`src/rtl/cla_seq_adder.sv`:
```
// Multi-cycle carry-lookahead adder/subtractor.
// Resolves one GROUP-bit slice per clock with in-slice lookahead carries,
// passes a registered carry between slices, and accumulates block-level
// propagate/generate for a higher lookahead level.
module cla_seq_adder #(
    parameter int WIDTH = 16,
    parameter int GROUP = 4
) (
    input  logic             clk,
    input  logic             rst,
    input  logic             start,
    input  logic             sub,
    input  logic [WIDTH-1:0] a,
    input  logic [WIDTH-1:0] b,
    input  logic             cin,
    output logic             busy,
    output logic             done,
    output logic [WIDTH-1:0] sum,
    output logic             cout,
    output logic             ovf,
    output logic             p_all,
    output logic             g_all
);

    localparam int N  = WIDTH / GROUP;
    localparam int KW = (N > 1) ? $clog2(N) : 1;
    localparam logic [KW-1:0] K_LAST = KW'(N - 1);

    typedef enum logic [1:0] {
        IDLE = 2'd0,
        RUN  = 2'd1,
        DONE = 2'd2
    } state_t;

    state_t           state_q, state_d;
    logic [WIDTH-1:0] a_q, a_d;
    logic [WIDTH-1:0] b_q, b_d;
    logic [WIDTH-1:0] res_q, res_d;
    logic             c_q, c_d;
    logic             cmsb_q, cmsb_d;
    logic [KW-1:0]    k_q, k_d;
    logic             pacc_q, pacc_d;
    logic             gacc_q, gacc_d;
    logic             busy_q, busy_d;
    logic             done_q, done_d;
    logic [WIDTH-1:0] sum_q, sum_d;
    logic             cout_q, cout_d;
    logic             ovf_q, ovf_d;
    logic             p_all_q, p_all_d;
    logic             g_all_q, g_all_d;

    logic [GROUP-1:0] slice_a;
    logic [GROUP-1:0] slice_b;
    logic [GROUP-1:0] pp;
    logic [GROUP-1:0] gg;
    logic [GROUP-1:0] pre_p;
    logic [GROUP-1:0] pre_g;
    logic [GROUP:0]   carry;
    logic [GROUP-1:0] slice_sum;
    logic             slice_p;
    logic             slice_g;
    logic             slice_cout;
    logic [WIDTH-1:0] slice_ext;
    logic             load;

    // Lookahead slice: prefix P/G over the low GROUP bits of the shifted operands, every carry taken straight from the slice base carry.
    always_comb begin
        slice_a  = a_q[GROUP-1:0];
        slice_b  = b_q[GROUP-1:0];
        pp       = slice_a ^ slice_b;
        gg       = slice_a & slice_b;
        pre_p    = '0;
        pre_g    = '0;
        pre_p[0] = pp[0];
        pre_g[0] = gg[0];
        for (int i = 1; i < GROUP; i++) begin
            pre_g[i] = gg[i] | (pp[i] & pre_g[i-1]);
            pre_p[i] = pp[i] & pre_p[i-1];
        end
        carry    = '0;
        carry[0] = c_q;
        for (int i = 0; i < GROUP; i++) begin
            carry[i+1] = pre_g[i] | (pre_p[i] & c_q);
        end
        slice_sum  = pp ^ carry[GROUP-1:0];
        slice_p    = pre_p[GROUP-1];
        slice_g    = pre_g[GROUP-1];
        slice_cout = carry[GROUP];
        slice_ext  = '0;
        slice_ext[GROUP-1:0] = slice_sum;
    end

    // Next-state logic: operands shift down one slice per RUN cycle, results publish from DONE, and a new request loads from IDLE or DONE.
    always_comb begin
        state_d = state_q;
        a_d     = a_q;
        b_d     = b_q;
        res_d   = res_q;
        c_d     = c_q;
        cmsb_d  = cmsb_q;
        k_d     = k_q;
        pacc_d  = pacc_q;
        gacc_d  = gacc_q;
        busy_d  = busy_q;
        done_d  = 1'b0;
        sum_d   = sum_q;
        cout_d  = cout_q;
        ovf_d   = ovf_q;
        p_all_d = p_all_q;
        g_all_d = g_all_q;
        load    = 1'b0;

        case (state_q)
            IDLE: begin
                load = start;
            end
            RUN: begin
                a_d    = a_q >> GROUP;
                b_d    = b_q >> GROUP;
                res_d  = (res_q >> GROUP) | (slice_ext << (WIDTH - GROUP));
                c_d    = slice_cout;
                pacc_d = pacc_q & slice_p;
                gacc_d = slice_g | (slice_p & gacc_q);
                k_d    = k_q + 1'b1;
                if (k_q == K_LAST) begin
                    cmsb_d  = carry[GROUP-1];
                    state_d = DONE;
                    busy_d  = 1'b0;
                end
            end
            DONE: begin
                done_d  = 1'b1;
                sum_d   = res_q;
                cout_d  = c_q;
                ovf_d   = cmsb_q ^ c_q;
                p_all_d = pacc_q;
                g_all_d = gacc_q;
                state_d = IDLE;
                load    = start;
            end
            default: begin
                state_d = IDLE;
            end
        endcase

        if (load) begin
            a_d     = a;
            b_d     = sub ? ~b : b;
            c_d     = sub ? 1'b1 : cin;
            res_d   = '0;
            cmsb_d  = 1'b0;
            k_d     = '0;
            pacc_d  = 1'b1;
            gacc_d  = 1'b0;
            busy_d  = 1'b1;
            state_d = RUN;
        end
    end

    // State and output registers; reset discards any in-flight operation.
    always_ff @(posedge clk) begin
        if (rst) begin
            state_q <= IDLE;
            a_q     <= '0;
            b_q     <= '0;
            res_q   <= '0;
            c_q     <= 1'b0;
            cmsb_q  <= 1'b0;
            k_q     <= '0;
            pacc_q  <= 1'b0;
            gacc_q  <= 1'b0;
            busy_q  <= 1'b0;
            done_q  <= 1'b0;
            sum_q   <= '0;
            cout_q  <= 1'b0;
            ovf_q   <= 1'b0;
            p_all_q <= 1'b0;
            g_all_q <= 1'b0;
        end else begin
            state_q <= state_d;
            a_q     <= a_d;
            b_q     <= b_d;
            res_q   <= res_d;
            c_q     <= c_d;
            cmsb_q  <= cmsb_d;
            k_q     <= k_d;
            pacc_q  <= pacc_d;
            gacc_q  <= gacc_d;
            busy_q  <= busy_d;
            done_q  <= done_d;
            sum_q   <= sum_d;
            cout_q  <= cout_d;
            ovf_q   <= ovf_d;
            p_all_q <= p_all_d;
            g_all_q <= g_all_d;
        end
    end

    assign busy  = busy_q;
    assign done  = done_q;
    assign sum   = sum_q;
    assign cout  = cout_q;
    assign ovf   = ovf_q;
    assign p_all = p_all_q;
    assign g_all = g_all_q;

endmodule

```
`config.mk`:
```
export PLATFORM = sky130hd
export DESIGN_NAME = cla_seq_adder
export DESIGN_NICKNAME = d
export VERILOG_FILES = /design/src/rtl/cla_seq_adder.sv
export SDC_FILE = /design/constraint.sdc
export NUM_CORES = 1
export LEC_CHECK = 0
export ABC_AREA = 1
export BUFFER_PORTS_ARGS = -buffer_cell sky130_fd_sc_hd__buf_4
export CAP_MARGIN = 0
export CORE_UTILIZATION = 50
export DETAILED_ROUTE_END_ITERATION = 6
export GPL_TIMING_DRIVEN = 0
export PLACE_DENSITY = 0.71
export SETUP_SLACK_MARGIN = 0.05
export SLEW_MARGIN = 20
export SYNTH_ARGS = -nofsm -noshare
export SYNTH_HDL_FRONTEND = slang
export SYNTH_SLANG_ARGS = --single-unit
```
`constraint.sdc`:
```
create_clock -name clk -period 2.5 [get_ports clk]
set_input_delay 0.625 -clock clk [delete_from_list [all_inputs] [get_ports clk]]
set_output_delay 0.625 -clock clk [all_outputs]
set_load 0.01 [all_outputs]
```
After elaboration in Yosys (flattened, before gate mapping)
Cells that the tools add are included.
Word-level totals
  bits of input ports: 37
  word-level logic and storage cells: 78
  register bits after elaboration: 78
  output and inout port bits: 22
Cells by class
  add/subtract/negate cells: 1
  bitwise gates (word level): 27
  equality and inequality tests: 6
  reduce and logical (&&, ||, !) cells: 9
  muxes and demuxes: 18
Operators with widths (count)
  two-way mux 16 bit: 5
  inverter 16 bit: 1
  OR 12 x 16 -> 16 bit: 1
  bitwise AND 1 bit: 12
  two-way mux 1 bit: 11
  OR 1 bit: 8
  AND reduction 2 bit: 4
  XOR 4 bit: 2
  bitwise AND 4 bit: 1
  == test 2 bit, second input constant: 2
  inequality test 2 bit, second input constant: 2
  one-hot mux 2 bit (2 select lines): 1
  nonzero test 2 bit: 2
  OR reduction 2 bit: 2
  inequality test 3 bit, second input constant: 1
  adder 2 x 1 -> 2 bit, second input constant: 1
  == test 2 x 1 -> 1 bit, second input constant: 1
  logical NOT 2 bit: 1
  two-way mux 2 bit: 1
  inverter 1 bit: 1
  XOR 1 bit: 1

Depth between registers and ports, before layout
  depth in word-level cells: 10
  mapped depth: 9
  gate-level depth less buffers: 9

Least setup slack after synthesis
No wires, ideal clock.
  path type: input to register
  start point: input port rst
  end point: register a_q[0]
  slack: 1.113 ns
  library setup time: 0.086 ns
  path buffers: 2
  data required time: 2.414 ns
  arrival: 1.302 ns
  cell stages on the path: 5
  path through: buf_2 > inv_2 > clkbuf_1 > o21ai_0 > a211oi_1
RTL lines
  from (decl): RTL line 10  | input logic rst,
  to (signal assigned): RTL line 164  | a_q <= '0;
  to (signal assigned): RTL line 181  | a_q <= a_d;
  to (decl): RTL line 36  | logic [WIDTH-1:0] a_q, a_d;

Final worst setup path
  start point: register b_q[1]
  end point: register res_q[15]
On the way
  longest elaborated chain between the ends: 8
  elaborated cells between the ends (all ways): 12
  classes of those cells: 12 x bitwise
RTL lines
  from (decl): RTL line 37  | logic [WIDTH-1:0] b_q, b_d;
  from (signal assigned): RTL line 165  | b_q <= '0;
  from (signal assigned): RTL line 182  | b_q <= b_d;
  XOR 4 bit: RTL line 70  | pp = slice_a ^ slice_b;
  bitwise AND 1 bit: RTL line 77  | pre_g[i] = gg[i] | (pp[i] & pre_g[i-1]);
  OR 1 bit: RTL line 77
  bitwise AND 1 bit: RTL line 77
  OR 1 bit: RTL line 77
  OR 1 bit (*): RTL line 83  | carry[i+1] = pre_g[i] | (pre_p[i] & c_q);
  XOR 4 bit (*): RTL line 85  | slice_sum = pp ^ carry[GROUP-1:0];
  OR 12 x 16 -> 16 bit (*): RTL line 120  | res_d = (res_q >> GROUP) | (slice_ext << (WIDTH - GROUP));
  to (signal assigned): RTL line 183  | res_q <= res_d;
  to (decl): RTL line 38  | logic [WIDTH-1:0] res_q, res_d;
Every way passes the cells marked *; elsewhere a longest branch is shown, timed or not.
A chain may end at the register's enable or synchronous reset.

==> results.cfg <==
[status]
status = finished, final reports clean

[final_layout]
syn2layout_area_growth_pct = 23.2
final_cells = 564
multi_input_area_sq_um = 1430
n_antenna_cell = 0
layout_common_cells = 94 x nand2_1, 78 x dfxtp_1, 60 x nor2_1, 59 x buf_4, 39 x o21ai_0
n_fill_cell = 567
final_nets = 528
postLayoutCellArea_sq_um = 3950
mostFrequentLayoutCell = nand2_1
seqCellArea_sq_um = 1560
drive_gt1_share_pct = 19.6

[routing]
vias = 2936
first_pass_iters = 4
wirelength_um = 7230
drt_iter0_drc = 141
drc_errors = 0
avgRoutedWirePerCell_um = 12.8
via_per_inst = 5.21
antenna_left = 0

[sta]
finClkSkew_ns = 0.00730
setup_slack_ns = 1.05
setup_violations = 0
rsz0062_at_grt = no
fin_crit_sh_pct = 58.1
clock.fmax_mhz = 688
tns_ns = 0
maxSlewViolCount = 0
min_period_ns = 1.45
worstMarginPinSlew_ns = 0.589
slew-limit-headroom_pct = 60.7
hold_viol = 0

[global_route]
grt_overflow = 0
grt_first_pass_wirelength_um = 12000
grt_pass1_vias = 2631
grt_max_degree = 13
track_usage_pct = 23.9
grt_antenna_before_repair = 0

[place]
dp_hpwl_um = 5120
place_area_sq_um = 3730
dp.cells = 549
place_congestion = 0.791
io_buffers = 57
dp_slack_ns = 0.866

[power_and_ir_drop]
p_leak_uw = 0.00172
switching_power_uw = 656
p_seq_share_pct = 49.3
clkPwrFrac_pct = 38.7
comb_power_share_pct = 12.0
ir_drop_v = 0.000568
p_per_area_nw_per_um2 = 683
intPower_uw = 2040
switching_share_pct = 24.3

[clock_tree]
htreeDepth = 3
post-cts-setup-buffers = 0
clk_pin_slew_worst_paths_ns = 0.07
cts_tree = yes
clk_latency_ns = 0.36
root_buffer = clkbuf_8
cts_buffers = 9
hold_buffers = 0
clock-sinks = 78
clockBufferDepth = 2
ctsResizeCount = 0

[yosys]
synth.avg_cell_area_sq_um = 7.69
synth-seq-area-share_pct = 48.7
synth_top_area_cell = dfxtp_1
netlist_area_sq_um = 3210
synth_top_area_share_pct = 48.7
synth_seq_cells = 78
yosys_warnings = 0
ys_types = 23
syn_nets = 460
synthTopCellsByArea = dfxtp_1 49%, nand2_1 11%, nor2_1 7.0%, o21ai_0 6.1%, a21oi_1 5.5%
post_synth_inst_count = 417

[floorplanning]
dieArea_sq_um = 6740
rows = 28
chipWidth_um = 82.1
core_area_sq_um = 6060
top_level_ports = 59
initial_core_util_pct = 52.9
die_h_um = 82.1

[critical_path]
rrSetupSlack_ns = 1.05
worstPathRequired_ns = 2.81
cp-start-kind = flip-flop
crit_end = res_q[15]
crit_arrival_ns = 1.76
path_max_fanout = 3
reg2reg_depth = 9
end_kind = flip-flop
reg2reg_from = b_q[1]
crit_start = b_q[1]
critPathKind = flip-flop to flip-flop
regToRegEndpoint = res_q[15]

[flow_run]
drv_cap = 0

[hold_path]
min_path_type = flip-flop to flip-flop
-- cells by family (layout without fill, tap and decap cells) --
family,Yosys count,after routing,share of synthesized area (%)
XOR/XNOR,15,15,4.10
adder cells (fa/ha/maj),6,6,2.57
buffers and inverters,44,116,6.63
AND/OR/NAND/NOR,182,182,22.7
AO/OA/AOI/OAI,92,92,15.3
flip-flops,78,78,48.7
-- per-stage QoR --
step	power (uW)	hold WS, ns	util (%)
6_report	2700	0.463	65.2
5_1_grt	2820	0.483	65.2
4_1_cts	2710	0.464	65.2
3_5_place_dp	1680	0.454	61.5
3_3_place_gp	1670	0.449	61.5
2_1_floorplan	1570	0.434	-
-- worst max-delay path, stage by stage (launching register included) --
cell	delay, ns
dfxtp_1	0.33
ha_1	0.33
nand2_1	0.11
nor2_1	0.18
nand2_1	0.10
nand3_1	0.13
nand2_1	0.07
nand3_1	0.07
nand2_1	0.05
inv_1	0.04
-- worst min-delay path by stage --
stage                 start       to  slack (ns)  cells past startpoint
finish                 busy     busy        0.46                      2
floorplan            a_q[6]   a_q[6]        0.43                      2
global route         a_q[6]   a_q[6]        0.48                      2
global placement    a_q[14]  a_q[14]        0.45                      2
detailed placement   a_q[7]   a_q[7]        0.45                      2
CTS                 a_q[14]  a_q[14]        0.46                      2
-- synthesized netlist by cell type --
master / number
a211oi_1: 6
a21oi_1: 35
a31oi_1: 12
buf_2: 10
buf_4: 2
buf_6: 3
clkbuf_1: 9
dfxtp_1: 78
fa_1: 1
ha_1: 5
inv_1: 14
inv_2: 4
inv_4: 2
nand2_1: 94
nand2_2: 3
nand2_4: 1
nand3_1: 6
nand4_1: 1
nor2_1: 60
nor3_1: 17
o21ai_0: 39
xnor2_1: 1
xor2_1: 14
-- flip-flops by register name (all words and copies together) (netlist names) --
name and flops:
state_q 2, k_q 2, c_q 1, cmsb_q 1, p_all 1, a_q 16, gacc_q 1, sum 16
b_q 16, res_q 16, ovf 1, g_all 1, cout 1, done 1, busy 1, pacc_q 1
-- layout make-up --
class / instances / area share [%]
plain buffers: 24 / 3.36
clock buffers: 12 / 3.93
clock inverters: 3 / 1.71
inverters: 20 / 2.03
multi-input cells: 295 / 36.3
flip-flops and latches: 78 / 39.5
well taps: 75 / 2.37
repair buffers: 57 / 10.8
-- power groups by stage --
stage	sequential (uW)	clock [uW]	combinational [uW]
finish	1330	1050	323
global route	1340	1120	362
CTS	1330	1060	324
detailed placement	1360	0	320
global placement	1360	0	314
floorplan	1350	0	216
-- metal layers --
| metal | vias to the layer above | wire length (um) | track usage [%] |
|---|---|---|---|
| met5 | - | 0 | 0 |
| met4 | 0 | 184 | 9.47 |
| met3 | 20 | 398 | 7.69 |
| met2 | 88 | 3570 | 42.0 |
| met1 | 1328 | 3080 | 26.6 |
| li1 | 1500 | - | - |
Note: power is estimated with default switching activity, not from simulation.
